$ cat src/rtl/multicycle_ctrl.sv
// Multi-cycle sequencer for the 16-bit datapath: fetch over a req/ack memory port,
// decode, execute, memory and write-back phases with sticky halt/error reporting.
module multicycle_ctrl #(
    parameter int unsigned MEM_TIMEOUT = 16,
    parameter int unsigned CNT_W       = 5
) (
    input  logic        clk,
    input  logic        rst,
    input  logic [15:0] mem_rdata,
    input  logic        mem_ack,
    input  logic        zero,
    output logic        mem_req,
    output logic        mem_we,
    output logic        addr_sel,
    output logic [15:0] ir,
    output logic        pc_we,
    output logic [1:0]  pc_src,
    output logic [2:0]  alu_op,
    output logic        alu_src_imm,
    output logic        reg_we,
    output logic [1:0]  wb_sel,
    output logic        halted,
    output logic        err
);

    typedef enum logic [2:0] {
        S_FETCH,
        S_DECODE,
        S_EXEC,
        S_MEM,
        S_WB,
        S_HALT,
        S_ERR
    } state_t;

    localparam logic [CNT_W-1:0] TMO     = CNT_W'(MEM_TIMEOUT);
    localparam logic [2:0]       ALU_ADD = 3'b000;
    localparam logic [2:0]       ALU_SUB = 3'b001;

    state_t           state;
    logic [15:0]      ir_q;
    logic [CNT_W-1:0] cnt;
    logic [CNT_W-1:0] cnt_inc;
    logic [3:0]       opcode;

    logic op_rtype, op_addi, op_lw, op_sw, op_beq, op_bne, op_jr, op_halt, op_legal;

    assign opcode   = ir_q[15:12];
    assign op_rtype = (opcode <= 4'h4);
    assign op_addi  = (opcode == 4'h5);
    assign op_lw    = (opcode == 4'h8);
    assign op_sw    = (opcode == 4'h9);
    assign op_beq   = (opcode == 4'hC);
    assign op_bne   = (opcode == 4'hD);
    assign op_jr    = (opcode == 4'hE);
    assign op_halt  = (opcode == 4'hF);
    assign op_legal = op_rtype | op_addi | op_lw | op_sw | op_beq | op_bne | op_jr | op_halt;

    assign cnt_inc = (cnt == '1) ? cnt : cnt + CNT_W'(1);

    // Counter is zeroed in every non-request state, which equals clearing on entry to FETCH/MEM.
    always_ff @(posedge clk) begin
        if (!rst) begin
            state <= S_FETCH;
            ir_q  <= '0;
            cnt   <= '0;
        end else begin
            cnt <= '0;
            case (state)
                S_FETCH: begin
                    if (mem_ack) begin
                        ir_q  <= mem_rdata;
                        state <= S_DECODE;
                    end else if (cnt == TMO) begin
                        state <= S_ERR;
                    end else begin
                        cnt <= cnt_inc;
                    end
                end
                S_DECODE: begin
                    if (op_halt)       state <= S_HALT;
                    else if (!op_legal) state <= S_ERR;
                    else               state <= S_EXEC;
                end
                S_EXEC: begin
                    if (op_lw || op_sw)          state <= S_MEM;
                    else if (op_rtype || op_addi) state <= S_WB;
                    else                          state <= S_FETCH;
                end
                S_MEM: begin
                    if (mem_ack) begin
                        state <= op_sw ? S_FETCH : S_WB;
                    end else if (cnt == TMO) begin
                        state <= S_ERR;
                    end else begin
                        cnt <= cnt_inc;
                    end
                end
                S_WB:    state <= S_FETCH;
                S_HALT:  state <= S_HALT;
                S_ERR:   state <= S_ERR;
                default: state <= S_ERR;
            endcase
        end
    end

    always_comb begin
        mem_req     = 1'b0;
        mem_we      = 1'b0;
        addr_sel    = 1'b0;
        ir          = '0;
        pc_we       = 1'b0;
        pc_src      = 2'd0;
        alu_op      = ALU_ADD;
        alu_src_imm = 1'b0;
        reg_we      = 1'b0;
        wb_sel      = 2'd0;
        halted      = 1'b0;
        err         = 1'b0;
        if (rst) begin
            ir = ir_q;
            case (state)
                S_FETCH: begin
                    mem_req = 1'b1;
                    pc_we   = mem_ack;
                end
                S_EXEC: begin
                    if (op_rtype) begin
                        alu_op = opcode[2:0];
                    end else if (op_addi || op_lw || op_sw) begin
                        alu_src_imm = 1'b1;
                    end else if (op_beq || op_bne) begin
                        alu_op = ALU_SUB;
                        if (op_beq ? zero : !zero) begin
                            pc_we  = 1'b1;
                            pc_src = 2'd1;
                        end
                    end else if (op_jr) begin
                        pc_we  = 1'b1;
                        pc_src = 2'd2;
                    end
                end
                S_MEM: begin
                    mem_req     = 1'b1;
                    addr_sel    = 1'b1;
                    alu_src_imm = 1'b1;
                    mem_we      = op_sw;
                end
                S_WB: begin
                    reg_we = 1'b1;
                    wb_sel = op_lw ? 2'd1 : 2'd0;
                end
                S_HALT:  halted = 1'b1;
                S_ERR:   err    = 1'b1;
                default: ;
            endcase
        end
    end

endmodule

$ cat config.mk
export PLATFORM = sky130hd
export DESIGN_NAME = multicycle_ctrl
export DESIGN_NICKNAME = d
export VERILOG_FILES = /design/src/rtl/multicycle_ctrl.sv
export SDC_FILE = /design/constraint.sdc
export NUM_CORES = 1
export LEC_CHECK = 0
export ABC_CLOCK_PERIOD_IN_PS = 2000
export CAP_MARGIN = 15
export CORE_MARGIN = 2
export CORE_UTILIZATION = 44
export CTS_BUF_LIST = sky130_fd_sc_hd__clkbuf_8
export DETAILED_ROUTE_END_ITERATION = 6
export GPL_TIMING_DRIVEN = 0
export PLACE_DENSITY = 0.89
export SYNTH_ARGS = -nofsm -noshare
export SYNTH_HDL_FRONTEND = slang
export SYNTH_SLANG_ARGS = --single-unit
$ cat constraint.sdc
create_clock -name clk -period 2 [get_ports clk]
set_input_delay 0.2 -clock clk [delete_from_list [all_inputs] [get_ports clk]]
set_output_delay 0.2 -clock clk [all_outputs]
set_load 0.02 [all_outputs]
==> Word-level counts from Yosys, hierarchy flattened <==
Cells that the tools add are included.
{ "classes": {"reduce_logical": 10, "n_bitwise": 9, "order_cmp": 1, "mux": 49, "n_eq_ne": 15, "add_sub_neg": 1} }
{ "ops": {"columns": ["operator", "n"], "rows": [
  ["2-to-1 mux 3 bit", 11],
  ["2-to-1 mux 1 bit", 28],
  ["== test 4 bit (second input constant)", 6],
  ["case mux 3 bit (6 select lines)", 1],
  ["2-to-1 mux 16 bit", 1],
  ["2-to-1 mux 2 bit", 6],
  ["== test 5 bit (second input constant)", 2],
  ["== test 3 bit (second input constant)", 3],
  ["OR 1 bit", 7],
  ["== test 3 x 2 -> 1 bit (second input constant)", 2],
  ["adder 5 x 1 -> 5 bit (second input constant)", 1],
  ["logical OR 1 bit", 5],
  ["== test 4 x 3 -> 1 bit (second input constant)", 1],
  ["less-or-equal comparator 4 x 3 -> 1 bit (second input constant)", 1],
  ["case mux 1 bit (2 select lines)", 2],
  ["OR reduction 4 bit", 1],
  ["== test 3 x 1 -> 1 bit (second input constant)", 1],
  ["zero test 3 bit", 1],
  ["NOT 1 bit", 2],
  ["AND reduction 2 bit", 1],
  ["OR reduction 2 bit", 1],
  ["zero test 1 bit", 1]
]} }
{ "totals": {"word_cells": 88, "ff_bits": 24, "inputBits": 20, "out_inout_bits": 31} }

==> Longest topological paths before layout <==
Gate-level depths: netlist of the first run.
{ "logic_depth": {"word_depth": 11, "ltp_mapped": 6, "ltp_nobuf": 6} }

==> Least setup slack after synthesis of the first run <==
No wires, ideal clock.
{ "synth_timing": {"kind": "register to output", "from": "register state[2]", "to": "output alu_op[2]", "t_required_ns": 1.800, "stages_incl_launch_ff": 6, "n_path_buf": 1, "slack_ns": 0.324, "arrival_ns": 1.476, "cell_sequence": "dfxtp_1 > buf_2 > nand2b_4 > nor3b_2 > nand2b_1 > nor3b_1"} }
{ "synth_between": {"elab_chain_len": 3} }
{ "synth_lines": {"columns": ["element", "line", "rtl"], "rows": [
  ["from (decl)", "40", "state_t state;"],
  ["from (signal assigned)", "92", "state <= op_sw ? S_FETCH : S_WB;"],
  ["== test 3 x 2 -> 1 bit", "122", "case (state)"],
  ["2-to-1 mux 3 bit", "122", null],
  ["2-to-1 mux 3 bit", "120", "if (rst) begin"],
  ["to (decl)", "18", "output logic [2:0] alu_op,"]
]} }
No other way between the ends.

==> Final worst setup path of the first run <==
{ "layout_timing": {"from": "register state[2]", "to": "output halted"} }
{ "layout_between": {"elab_chain_len": 3} }
{ "layout_lines": {"columns": ["element", "line", "rtl"], "rows": [
  ["== test 3 bit", "122", null],
  ["2-to-1 mux 1 bit", "122", null],
  ["2-to-1 mux 1 bit", "120", null],
  ["to (decl)", "22", "output logic halted,"]
]} }
No other way between the ends.

==> impl_summary.md, run 1 <==
Timing
The worst clock skew is 5.183 ps. Setup violations remaining at the end of the flow were counted as 0. The worst path in the final design needs a cycle of 1913 ps, including I/O delays and setup. Setup repair after global routing left no endpoint under its margin. For this run, the top clock speed supported by timing is 522.7 MHz. The final critical-path setup slack is 87.02 ps. The number of hold violations in the final report was 0. The part of the cycle the worst path needs is 95.65%. The count of final max-slew check failures is 0.

Floorplan
In this run the core area contains 21 standard-cell rows. The floorplan die width is 62.61 µm. Pin placement for this block handled 51 I/O pins. The core region is 0.003311 mm².

The die covers 0.003920 mm². The effective utilization at floorplan is 45.65%. The chip height is ~63 µm.

Critical path
The worst flop-to-flop path startpoint is cnt[0]$_SDFFE_PP0P_. The number of cells on the worst reg-to-reg path is 6. The cell type of the slowest stage on the worst timing path is sky130_fd_sc_hd__clkdlybuf4s50_1. The longest individual stage delay on the worst path is 630 ps. In this run the worst setup path begins at state[2]$_SDFF_PN0_. The data required time of the critical path is 1800 ps. The kind of cell adding the most delay to the critical path is buffers and inverters. The signal on the critical path passes through buf_2, nand2_1, nor3_1, clkdlybuf4s50_1. Counting buffers and inverters, the worst setup path is 4 cells deep.

The end of the worst register-to-register path is cnt[3]$_SDFFE_PP0P_. The kind of end point of the critical path is a primary output. By startpoint and endpoint, the worst setup path is classified as register to primary output. The number of buffers and inverters on the critical path is 2.

The maximum net fanout on the critical path is 10. The critical path ends at halted. STA classifies the critical path startpoint as a register. STA puts the critical path data arrival time at 1710 ps. In this run the register-to-register setup slack is about 460 ps.

CTS
The H-tree depth is 1. The clock insertion delay at the later pin of the skew report is 270 ps. Counting along the longest clock path gives a buffer depth of 2. TritonCTS created 3 clock buffers.

The master cell of the clock root buffer is sky130_fd_sc_hd__clkbuf_8. The clock-pin slew on the worst setup and hold paths is 80 ps. The clock tree from TritonCTS is done.

CTS saw 24 sinks.

Placement
The total cell area at the placement stage is 0.002059 mm². Input and output buffers added on the ports amount to slightly below 50. The routability congestion estimate from global placement is 0.8248.

The detailed placement HPWL is 2.500 mm. Prior to clock tree synthesis, the placed netlist has a worst setup slack of -346.3 ps.

Synthesis
Among all flip-flop cells after synthesis, the most frequent one is sky130_fd_sc_hd__dfxtp_1. Counting flops with a built-in enable in the synthesized netlist gives 0. The most area-hungry cell type in the Yosys netlist is sky130_fd_sc_hd__dfxtp_1. Yosys attributes the largest share of cell area to sky130_fd_sc_hd__dfxtp_1 32%, sky130_fd_sc_hd__nand2_1 7.5%, sky130_fd_sc_hd__and2_1 6.6%.

The number of nets in the synthesized netlist is 210. After synthesis, the mean cell area works out to between 8 and 9 µm². The warning count from the yosys run is 0.

The share of synthesized area occupied by flip-flops and latches is 31.79%. The count of cell types in the netlist is 50. The share of async-settable or async-resettable flops after synthesis is 0%. Synthesis handed over a netlist of around 190 instances. Synthesis inferred 24 register bits. The synthesized design devotes to its leading area cell type 31.79% of total area. After synthesis the cells add up to 0.001511 mm².

Pwr
Summed over all cells, the static leakage comes to about 0.00089 µW. Power spread over the standard cell area amounts to 713.4 mW/mm². The worst IR drop on VDD is 0.0003383 V.

Global route
The global routing usage summed across all routing layers is 18.06%. Entering global routing, the biggest net connects 14 pins. Global routing used between 20% and 30% of the available met1 tracks. The layer with the highest usage is met2. The via count of the first global-routing pass is 1302.

The initial antenna violation count is 0. The met3 capacity usage during global routing is 4.685%. The first global-routing pass estimated around 5.8 mm of wire. For met2 alone, demand over resource in global routing was between 30% and 40%. The residual overflow from global routing is 0.

Detailed routing
The length of the first detailed-routing pass in iterations is 4. The vias per cell is 4.951. The routed design has 3.438 mm of wire. After the first detailed-routing iteration, the DRC count stood at 82. After detailed routing, the number of remaining DRC violations is 0.

The remaining number of nets flagged by the antenna check after routing is 0. The average wire per standard cell is 12.02 µm. Detailed routing inserted a total of 1416 vias.

Layout
The top cell types in the final layout, fill and taps aside, are 30 x sky130_fd_sc_hd__nand2_1, 29 x sky130_fd_sc_hd__clkdlybuf4s50_1, 22 x sky130_fd_sc_hd__dfxtp_1. In the final layout, flip-flops and latches occupy 483.0 µm². Relative to the synthesized area, the layout overhead comes to 38.91%. The multi-input combinational cell area is 927.1 µm². Leaving out fill and tap cells, the most frequent cell in the layout is sky130_fd_sc_hd__nand2_1. In the final design database the tool counted 264 nets.

The repair_antennas step left the layout with diodes totalling 0. The final non-filler cell area is 0.002100 mm². In the final layout, the share of cells above drive strength 1 is between 20% and 30%. The count of fill cells added during filler insertion is 314.

Hold path
The tightest min-delay check is of the register to register type.

Flow run
The total of max-cap violations is 0.

Outcome
The flow ran to the end, and the final reports show no timing, DRC or antenna violations.
[per-layer routing]
metal / share of wire [%] / vias to the layer above / wire, µm
li1: - / 734 / -
met1: 46 / 636 / 1598
met2: 46 / 42 / 1585
met3: 6.1 / 4 / 211
met4: 1.2 / 0 / 42
met5: 0 / - / 0
[Yosys cell counts (2+ instances only)]
master,count
sky130_fd_sc_hd__a211oi_1,2
sky130_fd_sc_hd__a21oi_1,9
sky130_fd_sc_hd__a21oi_2,11
sky130_fd_sc_hd__and2_1,16
sky130_fd_sc_hd__and2b_1,2
sky130_fd_sc_hd__and3_1,2
sky130_fd_sc_hd__buf_2,6
sky130_fd_sc_hd__buf_4,3
sky130_fd_sc_hd__clkbuf_1,3
sky130_fd_sc_hd__dfxtp_1,24
sky130_fd_sc_hd__ha_1,3
sky130_fd_sc_hd__inv_1,3
sky130_fd_sc_hd__mux2i_1,2
sky130_fd_sc_hd__nand2_1,30
sky130_fd_sc_hd__nand2_2,11
sky130_fd_sc_hd__nand2b_1,2
sky130_fd_sc_hd__nor2_1,9
sky130_fd_sc_hd__nor2b_1,5
sky130_fd_sc_hd__nor3_1,8
sky130_fd_sc_hd__nor3b_1,2
sky130_fd_sc_hd__nor3b_2,2
sky130_fd_sc_hd__xnor2_1,3
sky130_fd_sc_hd__xor2_1,2
[worst min path at each step]
stage	startpoint	end	slack [ps]	cells past startpoint
after global routing	ir_q[9]$_SDFFE_PN0P_	ir_q[9]$_SDFFE_PN0P_	480	2
after floorplan	mem_rdata[0]	ir_q[0]$_SDFFE_PN0P_	340	2
after global placement	ir_q[2]$_SDFFE_PN0P_	ir_q[2]$_SDFFE_PN0P_	440	2
after CTS	ir_q[9]$_SDFFE_PN0P_	ir_q[9]$_SDFFE_PN0P_	460	2
final	ir_q[9]$_SDFFE_PN0P_	ir_q[9]$_SDFFE_PN0P_	460	2
after detailed placement	ir_q[9]$_SDFFE_PN0P_	ir_q[9]$_SDFFE_PN0P_	450	2
[sequential cells by signal, summed over array words and instances, names as in the netlist]
register and flops:
ir_q 16, cnt 5, state 3
[power breakdown]
part           internal, µW  switching, µW  leakage (µW)
Combinational           269            317      0.000660
Clock                   176            154     0.0000288
Sequential              536           45.8      0.000197
[worst register-to-register path: stages (launching register included)]
cell                       delay, ps
sky130_fd_sc_hd__dfxtp_1         350
sky130_fd_sc_hd__ha_1            210
sky130_fd_sc_hd__and3_1          190
sky130_fd_sc_hd__ha_1            260
sky130_fd_sc_hd__nand4b_1        220
sky130_fd_sc_hd__xor2_1          150
sky130_fd_sc_hd__nor2_1           50
[cells by family (layout without fill, tap and decap cells)]
| group | after synthesis | after routing | synth area share [%] |
|---|---|---|---|
| and+or+nand+nor | 100 | 100 | 37.58 |
| muxes | 2 | 2 | 1.325 |
| buffers and inverters | 18 | 71 | 7.284 |
| AOI/OAI and AO/OA | 34 | 34 | 16.39 |
| xor gates and xnor gates | 5 | 5 | 2.898 |
| DFF | 24 | 24 | 31.79 |
| adders and majority gates | 3 | 3 | 2.484 |
| other | 1 | 1 | 0.2481 |
[metrics by stage]
stage / total power [µW] / setup TNS [ps] / utilization (%) / cells / hold WS [ps]
after floorplan: 997.9 / 0 / - / 187 / 336.0
after global placement: 1170 / -3845 / 62.21 / 282 / 439.1
after detailed placement: 1179 / -3792 / 62.21 / 282 / 446.6
after CTS: 1500 / 0 / 63.79 / 286 / 457.9
after global routing: 1589 / 0 / 63.42 / 286 / 479.6
final: 1498 / 0 / 63.42 / 286 / 455.5
[layout make-up]
type	count	share of cell area (%)
buffer	14	5.066
inverter	4	0.7151
timing repair buffer	49	21.69
sequential	24	23.00
multi-input combinational	145	44.16
tap	46	2.741
clock buffer	4	2.622
[what timing repair did]
| item | in CTS | in global routing |
|---|---|---|
| hold buffers | 0 | 0 |
| resized for setup | 30 | 17 |
| setup endpoints to repair | 18 | 10 |
| setup buffers | 0 | 0 |
| gates cloned | 0 | 0 |
No activity file was read; power rests on OpenSTA's default activity.
==> inputs of run 2 (changes only) <==
--- a/config.mk
+++ b/config.mk
@@ -11,7 +11,7 @@
 export CORE_UTILIZATION = 44
 export CTS_BUF_LIST = sky130_fd_sc_hd__clkbuf_8
 export DETAILED_ROUTE_END_ITERATION = 6
-export GPL_TIMING_DRIVEN = 0
+export GPL_TIMING_DRIVEN = 1
 export PLACE_DENSITY = 0.89
 export SYNTH_ARGS = -nofsm -noshare
 export SYNTH_HDL_FRONTEND = slang
==> run 2 against run 1 <==
Via count rose by 0.28%. First-iteration DRC count decreased by 17%. Setup slack got worse by 7.9 ps. Clock power increased by 31%. Critical endpoint is now ir[10]. Global-route usage up 0.44 points. Clock-buffer cell count shrank 1. Register-to-register slack barely moved. Die area unchanged.
==> impl_summary.md, run 2 (synthesis gave the netlist of run 1 again) <==
Flow run
The total of max-cap violations came to 0 (unchanged).

CTS
The H-tree depth came to 1 (unchanged). The clock-pin slew on the worst setup and hold paths is 90 ps (about the same). The master cell of the clock root buffer is sky130_fd_sc_hd__clkbuf_8. The hold buffer count at cts is 0 (unchanged). The clock insertion delay at the later pin of the skew report is 270 ps (about the same). The buffers inserted during post-CTS setup optimization was 0 (unchanged). The number of sinks on the clock net is 24 (unchanged). The number of buffers created by CTS is 3 (unchanged).

TritonCTS built the clock tree. The buffer levels on the longest clock path is 2 (unchanged).

Floorplan
The top-level I/O count is 51 (unchanged). The die footprint came to 0.003920 mm² (unchanged). The effective utilization at floorplan is 45.65% (unchanged).

The core box area is 0.003311 mm² (unchanged). The total number of placement rows is 21 (unchanged). The floorplan die width is 62.61 µm (unchanged). The chip height is 62.61 µm (unchanged).

Critical path
The signal on the critical path passes through clkdlybuf4s50_1, buf_6, and2_1, clkdlybuf4s50_1. The data required time of the critical path came to 1800 ps (about the same). The maximum net fanout on the critical path is 19 (+9). The longest individual stage delay on the worst path is 600 ps (-30 ps).

The kind of end point of the critical path is a primary output. The worst setup path is launched from an input port. The kind of critical path is input port to primary output.

The cell that appears most often on the critical path is sky130_fd_sc_hd__clkdlybuf4s50_1. On the critical path, the stage with the largest delay is an instance of sky130_fd_sc_hd__clkdlybuf4s50_1. The worst endpoint data arrival time is 1720 ps (about the same).

Timing
The aggregate negative setup slack is 0 ps (unchanged). The final critical-path setup slack was 79.08 ps (-7.947 ps). The part of the cycle the worst path needs came to 96.05% (+0.40 points).

The count of final max-slew check failures is 0 (unchanged). The worst clock skew is 5.488 ps (+0.3050 ps). The final number of setup-violating endpoints is 0 (unchanged). The maximum clock frequency is 520.6 MHz (-0.41%). Setup repair after global routing left no endpoint under its margin. The final critical delay including setup and external delays came to 1921 ps (+7.947 ps).

The number of hold violations in the final report was 0 (unchanged).

Pwr
The share of power burned in combinational logic is 36.1% (-3.0 points). The portion of total power attributed to the clock network is 26.8% (+4.8 points). The register share of total power is 37.0% (-1.9 points). The net switching component of the power is 519.8 µW (+0.62%). The sum of internal, switching and leakage power came to 1606 µW (+7.2%). The leakage power figure is 0.0009201 µW (+3.9%). The worst IR drop on VDD was 0.0004426 V (+31%). The switching share of total power is 32.37% (-2.1 points).

The internal power contribution is 1086 µW (+11%). The ratio of total power to cell area came to 738.4 mW/mm² (+3.5%).

Detailed routing
The total DRC errors in the routed layout is 0 (unchanged). The length of the first detailed-routing pass in iterations came to 4 (unchanged). The average wire per standard cell was 11.51 µm (-4.2%). The overall routed net length is 3.339 mm (-2.9%). The remaining number of nets flagged by the antenna check after routing is 0 (unchanged).

The iteration-0 DRC count of the detailed router is 68 (-17%). The vias per cell is 4.897 (-1.1%). The total number of vias came to 1420 (+0.28%).

Placement
The number of placed instances, taps included was 286 (+1.4%). The pre-CTS setup slack is -237.1 ps (+109.2 ps). The count of input and output buffers was 49 (unchanged). The detailed placement HPWL is 2.490 mm (-0.36%). The total cell area at the placement stage came to 0.002100 mm² (+1.9%). The routability congestion estimate from global placement is 0.7715 (-6.5%).

Layout
Ranked by flip-flop count, first place goes to ir_q. The number of inserted diodes is 0 (unchanged). The count of fill cells added during filler insertion came to 318 (+1.3%).

The flip-flop count of the largest register after layout is 16 (unchanged). The number of standard cells in the layout, taps in and fillers out is 290 (+1.4%). The fraction of layout cells with a size suffix above 1 is 22.54% (+0.46 points).

In the final layout, the registers with the most flip-flops are ir_q (16), cnt (5), state (3). The library cell used most frequently in the layout, excluding fill and tap cells, is sky130_fd_sc_hd__clkdlybuf4s50_1. The area growth from synthesis to layout is 43.87%.

The library cells used most frequently in the layout, excluding fill and tap cells, are 34 x sky130_fd_sc_hd__clkdlybuf4s50_1, 30 x sky130_fd_sc_hd__nand2_1, 21 x sky130_fd_sc_hd__dfxtp_1. The area occupied by registers is 484.2 µm² (+0.26%). The final non-filler cell area is 0.002175 mm² (+3.6%).

The multi-input combinational cell area is 927.1 µm² (unchanged). The number of nets in the final layout is 268 (+1.5%).

Hold path
The type of the tightest min-delay check is register to register.

Global route
The via count of the first global-routing pass is 1366 (+4.9%). The residual overflow from global routing is 0 (unchanged). The largest net degree at the start of global routing is 20 (+6).

The global routing usage summed across all routing layers came to 18.50% (+0.44 points). The wire length of the first global-routing pass came to 5.934 mm (+3.1%). The initial antenna violation count is 0 (unchanged).

Outcome
The run finished with clean final reports.
run 2: changes by cell type in the layout (fill, tap and decap cells not counted), moves of 2 or more:
cell,change
sky130_fd_sc_hd__buf_2,-6
sky130_fd_sc_hd__buf_4,+13
sky130_fd_sc_hd__clkbuf_2,-3
sky130_fd_sc_hd__clkbuf_4,-2
sky130_fd_sc_hd__clkdlybuf4s50_1,+5
sky130_fd_sc_hd__dlygate4sd2_1,-4
sky130_fd_sc_hd__dlymetal6s2s_1,+2
run 2: cell type report:
| cell class | instances | area share [%] |
|---|---|---|
| Inverter | 4 | 0.6904 |
| Multi-Input combinational cell | 145 | 42.64 |
| Timing Repair Buffer | 67 | 28.48 |
| Sequential cell | 24 | 22.27 |
| Tap cell | 46 | 2.647 |
| Clock inverter | 1 | 1.381 |
| Clock buffer | 3 | 1.899 |
run 2: path summary, 6_finish.rpt:
check,cells after the start,startpoint,slack (ps),endpoint
max,4,rst,80,ir[10]
max reg2reg,6,cnt[0]$_SDFFE_PP0P_,460,cnt[3]$_SDFFE_PP0P_
min reg2reg,2,ir_q[3]$_SDFFE_PN0P_,460,ir_q[3]$_SDFFE_PN0P_
min,2,ir_q[3]$_SDFFE_PN0P_,460,ir_q[3]$_SDFFE_PN0P_
run 2: per-stage QoR:
step	util, %	hold WS (ps)
2_1_floorplan	-	336.0
3_3_place_gp	63.42	440.1
3_5_place_dp	63.42	447.6
4_1_cts	65.42	459.2
5_1_grt	65.68	481.3
6_report	65.68	460.2
run 2: power by group through the flow:
| stage | logic (µW) | clock network, µW | registers, µW |
|---|---|---|---|
| after floorplan | 420 | 0 | 578 |
| after global placement | 578 | 0 | 600 |
| after detailed placement | 588 | 0 | 602 |
| after CTS | 585 | 440 | 595 |
| after global routing | 645 | 453 | 604 |
| final | 580 | 431 | 595 |
run 2: layer usage:
metal / wire length (µm) / up-vias / GRT usage, %
li1: - / 737 / -
met2: 1599 / 39 / 31.05
met3: 183 / 5 / 3.423
met1: 1497 / 639 / 22.99
met5: 0 / - / 0
met4: 58 / 0 / 8.333
run 2: repair_timing:
item / 4_1_cts / 5_1_grt
setup endpoints to repair: 11 / 21
hold endpoints to repair: 0 / 0
resized for setup: 14 / 13
run 2: worst max-delay path, delay by kind of cell:
| family | cells | cell delay, ps |
|---|---|---|
| simple gates | 1 | 150 |
| buf+inv | 3 | 1370 |
